`src/rtl/voice_alloc.sv`:
```
// voice_alloc: assigns note-on/note-off events to a small pool of envelope voices.
// Each accepted event scans every voice (one per cycle), then commits in one cycle.
//
// state  | meaning
// IDLE   | ev_ready high, waiting for ev_valid
// SCAN   | sampling voice_active[idx_q], idx_q = 0..NUM_VOICES-1
// COMMIT | apply the allocation decision, pulse ev_done
module voice_alloc #(
    parameter int NUM_VOICES = 4,
    parameter int NOTE_BITS  = 7
) (
    input  logic                            clk,
    input  logic                            rst,
    input  logic                            ev_valid,
    output logic                            ev_ready,
    input  logic                            ev_on,
    input  logic [NOTE_BITS-1:0]            ev_note,
    input  logic [7:0]                      ev_a,
    input  logic [7:0]                      ev_r,
    input  logic [NUM_VOICES-1:0]           voice_active,
    output logic [NUM_VOICES-1:0]           gate,
    output logic [NUM_VOICES*NOTE_BITS-1:0] note_out,
    output logic [NUM_VOICES*8-1:0]         a_out,
    output logic [NUM_VOICES*8-1:0]         r_out,
    output logic                            ev_done,
    output logic [$clog2(NUM_VOICES)-1:0]   ev_voice,
    output logic                            ev_hit,
    output logic                            steal
);
    localparam int VW = $clog2(NUM_VOICES);

    typedef enum logic [1:0] {IDLE, SCAN, COMMIT} state_t;

    state_t                 state_q, state_d;
    logic [VW-1:0]          idx_q, idx_d;
    logic                   on_q, on_d;
    logic [NOTE_BITS-1:0]   enote_q, enote_d;
    logic [7:0]             ea_q, ea_d, er_q, er_d;
    logic [NUM_VOICES-1:0]  inactive_q, inactive_d;
    logic [NUM_VOICES-1:0]  gate_q, gate_d;
    logic [NOTE_BITS-1:0]   vnote_q [NUM_VOICES];
    logic [NOTE_BITS-1:0]   vnote_d [NUM_VOICES];
    logic [7:0]             va_q [NUM_VOICES];
    logic [7:0]             va_d [NUM_VOICES];
    logic [7:0]             vr_q [NUM_VOICES];
    logic [7:0]             vr_d [NUM_VOICES];
    logic [VW-1:0]          age_q [NUM_VOICES];
    logic [VW-1:0]          age_d [NUM_VOICES];
    logic                   done_q, done_d, hit_q, hit_d, steal_q, steal_d;
    logic [VW-1:0]          evv_q, evv_d;

    // decision helpers
    logic                   match_any, free_any, ung_any;
    logic [VW-1:0]          match_idx, free_idx, ung_idx, ung_age, old_idx, chosen, chosen_age;
    logic [NUM_VOICES-1:0]  off_mask;

    // register all state; reset restores age[i] = i so ranks start as a permutation
    always_ff @(posedge clk or posedge rst) begin
        if (rst) begin
            state_q    <= IDLE;
            idx_q      <= '0;
            on_q       <= 1'b0;
            enote_q    <= '0;
            ea_q       <= '0;
            er_q       <= '0;
            inactive_q <= '0;
            gate_q     <= '0;
            done_q     <= 1'b0;
            hit_q      <= 1'b0;
            steal_q    <= 1'b0;
            evv_q      <= '0;
            for (int i = 0; i < NUM_VOICES; i++) begin
                vnote_q[i] <= '0;
                va_q[i]    <= '0;
                vr_q[i]    <= '0;
                age_q[i]   <= VW'(i);
            end
        end else begin
            state_q    <= state_d;
            idx_q      <= idx_d;
            on_q       <= on_d;
            enote_q    <= enote_d;
            ea_q       <= ea_d;
            er_q       <= er_d;
            inactive_q <= inactive_d;
            gate_q     <= gate_d;
            done_q     <= done_d;
            hit_q      <= hit_d;
            steal_q    <= steal_d;
            evv_q      <= evv_d;
            vnote_q    <= vnote_d;
            va_q       <= va_d;
            vr_q       <= vr_d;
            age_q      <= age_d;
        end
    end

    // priority search over the voice pool (lowest index wins on ties)
    always_comb begin
        match_any = 1'b0;
        match_idx = '0;
        off_mask  = '0;
        free_any  = 1'b0;
        free_idx  = '0;
        ung_any   = 1'b0;
        ung_idx   = '0;
        ung_age   = '0;
        old_idx   = '0;
        for (int i = NUM_VOICES - 1; i >= 0; i--) begin
            if (gate_q[i] && vnote_q[i] == enote_q) begin
                match_any   = 1'b1;
                match_idx   = VW'(i);
                off_mask[i] = 1'b1;
            end
            if (!gate_q[i] && inactive_q[i]) begin
                free_any = 1'b1;
                free_idx = VW'(i);
            end
        end
        for (int i = 0; i < NUM_VOICES; i++) begin
            if (!gate_q[i] && (!ung_any || age_q[i] > ung_age)) begin
                ung_any = 1'b1;
                ung_idx = VW'(i);
                ung_age = age_q[i];
            end
            if (age_q[i] == VW'(NUM_VOICES - 1)) old_idx = VW'(i);
        end
        if (match_any)     chosen = match_idx;
        else if (free_any) chosen = free_idx;
        else if (ung_any)  chosen = ung_idx;
        else               chosen = old_idx;
        chosen_age = age_q[chosen];
    end

    // next-state: accept in IDLE, walk the voices in SCAN, apply the decision in COMMIT
    always_comb begin
        state_d    = state_q;
        idx_d      = idx_q;
        on_d       = on_q;
        enote_d    = enote_q;
        ea_d       = ea_q;
        er_d       = er_q;
        inactive_d = inactive_q;
        gate_d     = gate_q;
        vnote_d    = vnote_q;
        va_d       = va_q;
        vr_d       = vr_q;
        age_d      = age_q;
        done_d     = 1'b0;
        steal_d    = 1'b0;
        hit_d      = hit_q;
        evv_d      = evv_q;
        case (state_q)
            IDLE: begin
                if (ev_valid) begin
                    state_d = SCAN;
                    idx_d   = '0;
                    on_d    = ev_on;
                    enote_d = ev_note;
                    ea_d    = ev_a;
                    er_d    = ev_r;
                end
            end
            SCAN: begin
                inactive_d[idx_q] = ~voice_active[idx_q];
                if (idx_q == VW'(NUM_VOICES - 1)) state_d = COMMIT;
                else                              idx_d   = idx_q + VW'(1);
            end
            COMMIT: begin
                state_d = IDLE;
                done_d  = 1'b1;
                if (on_q) begin
                    hit_d       = match_any;
                    steal_d     = !match_any && !free_any && !ung_any;
                    evv_d       = chosen;
                    va_d[chosen] = ea_q;
                    vr_d[chosen] = er_q;
                    if (!match_any) begin
                        gate_d[chosen]  = 1'b1;
                        vnote_d[chosen] = enote_q;
                    end
                    for (int i = 0; i < NUM_VOICES; i++) begin
                        if (VW'(i) == chosen)          age_d[i] = '0;
                        else if (age_q[i] < chosen_age) age_d[i] = age_q[i] + VW'(1);
                    end
                end else begin
                    gate_d = gate_q & ~off_mask;
                    hit_d  = match_any;
                    evv_d  = match_any ? match_idx : '0;
                end
            end
            default: state_d = IDLE;
        endcase
    end

    // pack per-voice registers onto the flat output buses
    always_comb begin
        note_out = '0;
        a_out    = '0;
        r_out    = '0;
        for (int i = 0; i < NUM_VOICES; i++) begin
            note_out[i*NOTE_BITS +: NOTE_BITS] = vnote_q[i];
            a_out[i*8 +: 8]                    = va_q[i];
            r_out[i*8 +: 8]                    = vr_q[i];
        end
    end

    assign ev_ready = (state_q == IDLE);
    assign gate     = gate_q;
    assign ev_done  = done_q;
    assign ev_voice = evv_q;
    assign ev_hit   = hit_q;
    assign steal    = steal_q;
endmodule

```
`config.mk`:
```
export PLATFORM = sky130hd
export DESIGN_NAME = voice_alloc
export DESIGN_NICKNAME = d
export VERILOG_FILES = /design/src/rtl/voice_alloc.sv
export SDC_FILE = /design/constraint.sdc
export NUM_CORES = 1
export LEC_CHECK = 0
export CAP_MARGIN = 20
export CORE_ASPECT_RATIO = 1.1
export CORE_MARGIN = 5
export CORE_UTILIZATION = 50
export DETAILED_ROUTE_END_ITERATION = 8
export PLACE_DENSITY = 0.85
export RECOVER_POWER = 50
export SLEW_MARGIN = 40
export SYNTH_ARGS = -nofsm -noshare
export SYNTH_HDL_FRONTEND = slang
export SYNTH_SLANG_ARGS = --single-unit
```
`constraint.sdc`:
```
create_clock -name clk -period 10.5 [get_ports clk]
set_input_delay 3.15 -clock clk [delete_from_list [all_inputs] [get_ports clk]]
set_output_delay 3.15 -clock clk [all_outputs]
set_load 0.1 [all_outputs]
```
==> metrics.md <==
| Metric | Value |
|---|---|
| Clock buffer depth | 2 |
| DR WL/cell | 19.03 um |
| Routing usage on met1 | 24.56% |
| Ys async rst share | between 90% and 100% |
| FMAX | about 160 MHz |
| Hpwl dp | approximately 12 mm |
| FF-to-FF path depth | 21 |
| Final min period | 6.210 ns |
| Yosys warnings | 0 |
| Final cycle utilization of the critical path | 59.14% |
| Slew @ Worst Pin | 2.932 ns |
| Worst Path Required | 10.80 ns |
| Number of flops mapped to enable cells by yosys | 0 |
| I/O Buffers | 132 |
| First-pass GRT wire length | 26.66 mm |
| Most frequent cell after synthesis | dfrtp_1 |
| Cts hold-fix bufs | 0 |
| Ys flop type | dfrtp_1 |
| CTS H-tree depth | 4 |
| Sequence of cells on the critical path | inv_1 -> nand2_1 -> ha_1 -> nor2b_1 -> o21ai_0 -> a21oi_1 -> mux2_2 -> ha_1 -> nand2_1 -> o21ai_0 -> a21oi_1 -> mux2_2 -> ha_1 -> nor2b_1 -> o21ai_0 -> nor4b_1 -> o31ai_1 -> a22oi_4 -> nand3_4 -> or2_1 -> mux2_4 |
| Post-route ant nets | 0 |
| Core area | approximately 13,000 um^2 |
| Drt drc | 0 |
| Layout Cell Area excl Fill | 8122 um^2 |
| Leakage | 3.815 nW |
| Syn_area_per_cell | 12.69 um^2 |
| Final hold violations | 0 |
| Hold crit path type | register to register |
| Final WL | 15.84 mm |
| WP data arrival | 6.51 ns |
| Initial antenna violation count | 0 |
| Crit Path Class | register to register |
| Mapped cell area | between 6000 and 7000 um^2 |
| Sequential area share after synthesis | 52.24% |
| Hold Path Cell Cnt | 2 |
| Met2 usage | 35.34% |
| Latest clock arrival within the worst-skew pair | between 0.4 and 0.5 ns |
| Pwr/cell area | about 330 nW/um^2 |
| Critical Path End Type | register |
| Clk_skew | 0.007819 ns |
| Fin nets | 703 |
| Gr usage total | a little over a fifth |
| RePlAce Congestion | roughly 0.9 |
| Cell Area, Placed | 7652 um^2 |
| Ant diodes | 0 |
| GR Layer Usage met3 | 7.468% |
| #FFs+latches synth | between 100 and 150 |
| CTS Root Cell | clkbuf_16 |
| Row cnt | 44 |
| Commonest cells in the netlist | 137 x dfrtp_1, 111 x mux2_2, 31 x nand2_1 |
| Startpoint type of the worst setup path | register |
| Initial core utilization | 51.19% |
| Setup slack after placement | 4.335 ns |
| Die Span X | roughly 120 um |
| Die Y | 132.0 um |
| Top post-synthesis cells by area | dfrtp_1 51%, mux2_2 18%, xor2_1 3.2% |
| Busiest grt layer | met2 |
| Die area | 15,960 um^2 |
| Max_cap viols | 2 |
| Post-synth top area share | 50.68% |
| Num CTS Buffers | 17 |
| Setup TNS | 0 ns |
| Crit path largest cell delay | 0.64 ns |
| Setup violations, final | 0 |
| IO Count | approximately 130 |
| Reg clk slew, reported paths | 0.06 ns |
| Largest net degree at the start of global routing | 76 |
| Post-synth top area cell | dfrtp_1 |
| Synthesized netlist cell count | 533 |
| Status | finished, violations left |
| RSZ-0062 raised after global routing | false |
| Maximum vdd drop | ~0.22 mV |
| Via density | 5.660 |
| Layout cells sized above 1 | between 20% and 30% |
| Final Power | 2.664 mW |
| Vias in the first global route | 5,096 |
| Post-CTS sizing | 0 |
| Syn_nets | 577 |
| Drt first pass iters | 5 |
| P&R area growth vs syn | 20.07% |
| DR iter-0 viols | 136 |
| Slowest-stage cell, CP | a22oi_4 |
| CTS tree | done |
| Synth cell types | a little over 60 |
| Min Hold Slack | 0.4974 ns |
| Worst Setup Slack, final | 4.290 ns |
| Vias | roughly 4,700 |
| Slew headroom | -96.55% |
| CTS Sinks | between 100 and 150 |
| Failing checks | capacitance limit, slew limit |
| Crit-path max FO | 25 |
| Grt ovf | 0 |
| Slew Limit Fails | 94 |
| Post-CTS Setup Bufs | 0 |
## cells by family (layout without fill, tap and decap cells)
family | after synthesis | after routing | share of synthesized area, %
xor+xnor | 28 | 28 | 3.626
flops | 141 | 141 | 52.24
compound gates | 74 | 74 | 7.473
fa+ha+maj | 13 | 13 | 2.405
simple gates | 101 | 101 | 8.750
buf+inv | 46 | 184 | 3.459
mux | 130 | 130 | 22.05
## routing by layer
metal | vias up | share of wire [%]
met3 | 29 | 7.8
met5 | - | 0
met2 | 142 | 52
met4 | 0 | 2.0
li1 | 2164 | -
met1 | 2374 | 38
## path summary, 6_finish.rpt
kind	start	to	slack, ns
min in group asynchronous	rst	r_out[1]	4.04
worst max-delay path	gate[0]	note_out[4]	4.29
worst min-delay path	ev_hit	ev_hit	0.50
max in group asynchronous	rst	a_out[10]	4.89
worst max register to register	gate[0]	note_out[4]	4.29
worst min register to register	ev_hit	ev_hit	0.50
## sequential cells by signal, summed over array words and instances, names as in the netlist
name and cells:
steal 1, age_q 8, idx_q 2, note_out 28, gate 4, r_out 32, ea_q 8, ev_voice 2
a_out 32, er_q 8, inactive_q 4, state_q 2, ev_hit 1, enote_q 7, ev_done 1, on_q 1
## final cells by class
cell class	instances	area [um^2]
Timing Repair Buffer	136	735.7
Inverter	17	65.06
Multi-Input combinational cell	346	3002
Fill cell	1052	5091
Tap cell	161	201.4
Clock buffer	21	470.5
Clock inverter	10	113.9
Sequential cell	141	3533
## metrics by stage
stage,utilization (%),std cells
finish,61.47,832
global route,61.47,832
CTS,62.34,832
detailed placement,57.92,801
global placement,61.56,799
floorplan,-,533
## critical path, delay by kind of cell, from the launching register on
kind,cells,cell delay [ns]
compound gates,7,1.81
fa+ha+maj,3,0.85
buf+inv,1,0.16
flops,1,0.48
mux,3,1.13
simple gates,7,1.65
## cells in the final DEF (no fill, tap or decap), types with 12 or more instances in the layout
master / count
inv_1: 16
o21ai_0: 20
xor2_1: 25
buf_2: 12
clkdlybuf4s50_1: 27
nor2_1: 16
clkbuf_1: 92
clkbuf_16: 17
mux2_2: 111
ha_1: 13
nand2_1: 31
dfrtp_1: 137
## report_power, final
part           internal [mW]  total (mW)  switching (mW)
clock network          0.366       0.587           0.220
logic                  0.291        1.21           0.921
registers              0.689       0.866           0.177
(Power assumes the default switching activity.)
==> edit 1: new RTL, same flow settings <==
`NOTE_BITS`: 7 -> 14.
--- a/src/rtl/voice_alloc.sv
+++ b/src/rtl/voice_alloc.sv
@@ -9,3 +9,3 @@
     parameter int NUM_VOICES = 4,
-    parameter int NOTE_BITS  = 7
+    parameter int NOTE_BITS  = 14
 ) (
Interface: changed (resized ev_note and note_out); port bits go from 133 to 168. No check against the original RTL was run, so the function may have changed too.
==> edit 1 against the original RTL <==
Count of clock-buffer cells in the layout fell by 4; global-route usage rose by 0.53 points; critical path type is now in2async; maximum frequency fell by 2.4%; worst setup slack got worse by 160 ps; final area rose by 21%; routed wire length rose by 29%; area after synthesis rose by 21%; the flow still finishes with violations (capacitance limit, slew limit); sequential cell count rose by 35; largest cell class unchanged.
Power is left out: the tool's default activity adds up to more than one toggle a clock period on the data nets, which glitch-free logic cannot reach.
==> edit 1: results (changes against the original RTL) <==
Outcome
  • Status: finished with violations
  • Failing checks: capacitance limit, slew limit

GRT
  • Vias in the first global route: 5923 (+16%)
  • Pin count of the biggest net entering global routing: 97 (+28%)
  • Gr usage total: 21.5% (+0.53 points)

Route
  • DR vias/cell: 5.60 (-1.0%)
  • DRT iter0 DRCs: 342 (+150%)
  • Router iterations before antenna repair: 4 (-1)
  • Post-Route WL: 20400 um (+29%)

Final layout
  • Fillers: 1313 (+25%)
  • Non-Filler Instances: 1000 (+20%)
  • Layout cells sized above 1: 27.9% (+0.17 points)
  • Nets: 834 (+19%)

Timing
  • Least-Margin Pin Slew: 4100 ps (+1170 ps)
  • Max-slew violations: 132 (+40%)

Synth
  • Post-synthesis sequential area ratio: 53.9% (+1.6 points)
  • Post-synth top cells: dfrtp_1 (172), mux2_2 (131), xor2_1 (40)
  • Synth area leaders: dfrtp_1 (53%), mux2_2 (18%), xor2_1 (4.3%)
  • Syn_nets: 677 (+17%)
  • Syn Area/Cell: 13.1 um^2 (+3.0%)

Run
  • Number of max-cap violations: 2 (unchanged)

Placed design
  • Setup Slack @ Placement: 4690 ps (+359 ps)
  • Port bufs: 167 (+27%)
  • Detail Placement HPWL: 14700 um (+28%)
  • Placement Cell Area: 9320 um^2 (+22%)

Critical path
  • CP Max Fanout: 96 (+280%)
  • Critical Path Start: rst
==> edit 1: per-layer routing <==
metal | wire length (um) | vias up | track usage, %
met5 | 0 | - | 0
met4 | 366 | 0 | 6.39
met3 | 926 | 25 | 4.87
met1 | 8570 | 2841 | 27.4
li1 | - | 2557 | -
met2 | 10500 | 178 | 37.0
==> edit 1: through the flow <==
stage | util [%] | hold WS (ps)
4_1_cts | 61.2 | 485
5_1_grt | 60.4 | 514
2_1_floorplan | - | 481
6_report | 60.4 | 482
3_3_place_gp | 61.3 | 467
3_5_place_dp | 57.4 | 470
==> edit 1: final timing paths <==
path	cells after the start	to	slack, ps
hold reg to reg	2	ev_hit	480
setup reg to reg	18	r_out[16]	4650
hold / removal	2	ev_hit	480
min in group asynchronous	2	ea_q[3]	4410
max in group clk	3	er_q[1]	4590
setup / recovery	3	enote_q[11]	4130
==> edit 1: cell type report <==
class                      count  share of cell area, %
tap                          204                   2.60
clock buffer                  17                   4.34
clock inverter                15                   2.08
timing repair buffer         170                   9.35
sequential                   176                   44.9
inverter                      19                  0.740
multi-input combinational    399                   36.0
==> edit 1: kinds of logic (layout without fill, tap and decap cells) <==
group	count (synthesis)	after routing	share of synthesized area, %
DFF	176	176	53.9
muxes	156	156	21.9
and+or+nand+nor	101	101	6.77
AOI/OAI and AO/OA	77	77	6.82
xor gates and xnor gates	52	52	5.57
buffers and inverters	51	221	3.04
adders and majority gates	13	13	1.99
==> edit 1: critical path: stages <==
cell	delay, ps
dlygate4sd3_1	540
clkinvlp_2	2290
buf_6	730
==> edit 2: new RTL, same flow settings <==
Made on the original files. Re-encode `state_t` (3 states) as one-hot, 3 bits wide.
--- a/src/rtl/voice_alloc.sv
+++ b/src/rtl/voice_alloc.sv
@@ -31,3 +31,3 @@
 
-    typedef enum logic [1:0] {IDLE, SCAN, COMMIT} state_t;
+    typedef enum logic [2:0] {IDLE = 3'b001, SCAN = 3'b010, COMMIT = 3'b100} state_t;
 
Behaviour: no difference found for any inputs over 10 cycles, from zero or initial values and one cycle with rst high; not proved beyond that.
==> edit 2 against the original RTL <==
The run still ends with capacitance limit, slew limit left; clock skew fell by 1.4 ps; final area shrank 1.5%; worst setup slack lost 510 ps; non-clock buffer count is 1 lower; via count rose by 4.0%; die area shrank 2.0%; area after synthesis decreased by 2.2%; sequential share of layout area up 0.99 points; routed wire length grew 3.6%; count of clock-buffer cells in the layout down 4; sequential cell count rose by 1; critical path depth unchanged; critical endpoint is now note_out[10]; highest routed layer unchanged.
Power is not compared: it rests on default switching activity, and its combinational part moved more than twofold at a synthesized area within 25%.
==> edit 2: results (changes against the original RTL) <==
Critical path
  • Reg2reg end: note_out[10]
  • R2R cell count: 21 (unchanged)
  • Reg2reg start: gate[0]
  • CP Max Fanout: 18 (-28%)
  • Worst reg2reg setup slack: 3780 ps (-510 ps)
  • WP data arrival: 7010 ps (+500 ps)

Final layout
  • Ant diodes: 0 (unchanged)
  • Layout cells sized above 1: 24.0% (-3.7 points)
  • Fillers: 1093 (+3.9%)
  • Nets: 727 (+3.4%)
  • End-of-flow core utilization: 61.1% (-0.41 points)

Route
  • Router iterations before antenna repair: 4 (-1)
  • Via count: 4899 (+4.0%)
  • Post-Route WL: 16400 um (+3.6%)
  • DRT iter0 DRCs: 291 (+110%)

Synth
  • Synthesis Warnings: 0 (unchanged)
  • Async set-reset flop share out of synthesis: 100% (unchanged)
  • Synth area leaders: dfrtp_1 (52%), mux2_2 (18%), nand2_1 (4.1%)
  • Syn_nets: 595 (+3.1%)
  • Post-synth top cells: dfrtp_1 (137), mux2_2 (103), nand2_1 (73)
  • Post-synthesis sequential area ratio: 53.8% (+1.6 points)
  • Yosys cell types: 58 (-4.9%)
  • Ys flop type: dfrtp_1

Placed design
  • Global placer's final weighted congestion: 0.908 (+0.33%)
  • Detail Placement HPWL: 11500 um (+0.35%)
  • Placement Cell Area: 7560 um^2 (-1.2%)
  • Port bufs: 132 (unchanged)

Clocking
  • Post-cts sizing count: 0 (unchanged)
  • CTS max path bufs: 2 (unchanged)
  • Clock root buffer: clkbuf_16
  • Clock Latency Late Sink: 410 ps
  • TritonCTS buffer count: 17 (unchanged)
  • Post-CTS Setup Inserts: 0 (unchanged)
  • H-Tree Depth: 4 (unchanged)
  • CTS clk-pin slew, worst paths: 60 ps (about the same)

Power
  • Pleak: 3.70 nW
  • Max IR drop VDD: 129 uV

Hold path
  • Min-delay src: r_out[11]
  • HP Class: reg2reg
  • Hold Path Stages: 2 (unchanged)
  • Worst Hold Endpoint: r_out[11]

GRT
  • Antenna violations before repair: 0 (unchanged)
  • Vias in the first global route: 5021 (-1.5%)
  • Gr usage total: 21.5% (+0.53 points)
  • Pin count of the biggest net entering global routing: 80 (+5.3%)
  • First-pass GRT wire length: 26500 um (-0.49%)

Outcome
  • Failing checks: capacitance limit, slew limit
  • Status: finished with violations

Timing
  • Max-slew violations: 91 (-3.2%)
  • Least-Margin Pin Slew: 2790 ps (-142 ps)
  • Hold WS: 478 ps (-19.8 ps)
  • Clk_skew: 6.41 ps (-1.41 ps)

Run
  • Number of max-cap violations: 2 (unchanged)
[edit 2: worst max-delay path by stage]
stage | startpoint | endpoint | slack, ps | depth (start not counted)
finish | gate[0] | note_out[10] | 3780 | 21
CTS | gate[0] | note_out[9] | 3800 | 21
global placement | gate[0] | note_out[12] | 4170 | 21
detailed placement | gate[0] | note_out[9] | 3900 | 21
global route | gate[0] | note_out[12] | 3330 | 21
floorplan | rst | a_out[0] | 3550 | 1
[edit 2: worst max-delay path, cell delays in order, from the launching register on]
cell      delay [ps]
dfrtp_1          480
inv_1            180
nand2_1           90
ha_1             300
nor2b_1          180
o21ai_0          100
a21oi_1          230
mux2_2           390
ha_1             300
nor2b_1          170
o21ai_0          100
a21oi_1          240
mux2_2           370
ha_1             280
nor2b_1          170
o311ai_0         190
a31o_2           290
a211oi_4         670
or3_1            680
clkinv_2         470
nand2_2          340
mux2_2           360
[edit 2: logic make-up (layout without fill, tap and decap cells)]
family / after synthesis / after routing / share of synthesized area [%]
simple gates: 145 / 145 / 10.9
flops: 142 / 142 / 53.8
mux: 108 / 108 / 18.7
compound gates: 72 / 72 / 7.56
buf+inv: 43 / 188 / 2.89
xor+xnor: 28 / 28 / 3.71
fa+ha+maj: 13 / 13 / 2.46
[edit 2: power by group]
group          total, mW  switching (mW)  internal [mW]
Clock              0.572           0.244          0.328
Sequential         0.725           0.112          0.613
Combinational      0.366           0.215          0.151
[edit 2: area by class of cell]
class                      count  area share, %
clock buffer                  17           5.32
clock inverter                15           1.75
inverter                      21           1.02
multi-input combinational    366           35.9
sequential                   142           44.5
tap                          161           2.52
timing repair buffer         135           8.99
[edit 2: routing by layer]
layer  wire (um)  part of all wire, %  GRT usage, %  vias to the layer above
met5           0                    0             0                        -
li1            -                    -             -                     2219
met1        6850                   42          27.5                     2484
met3         994                  6.1          5.17                       20
met4         259                  1.6          7.41                        0
met2        8300                   51          36.3                      176
[edit 2: metrics by stage]
stage / instances / setup slack [ps]
floorplan: 551 / 3550
global route: 857 / 3330
CTS: 857 / 3800
detailed placement: 825 / 3900
global placement: 824 / 4170
finish: 857 / 3780
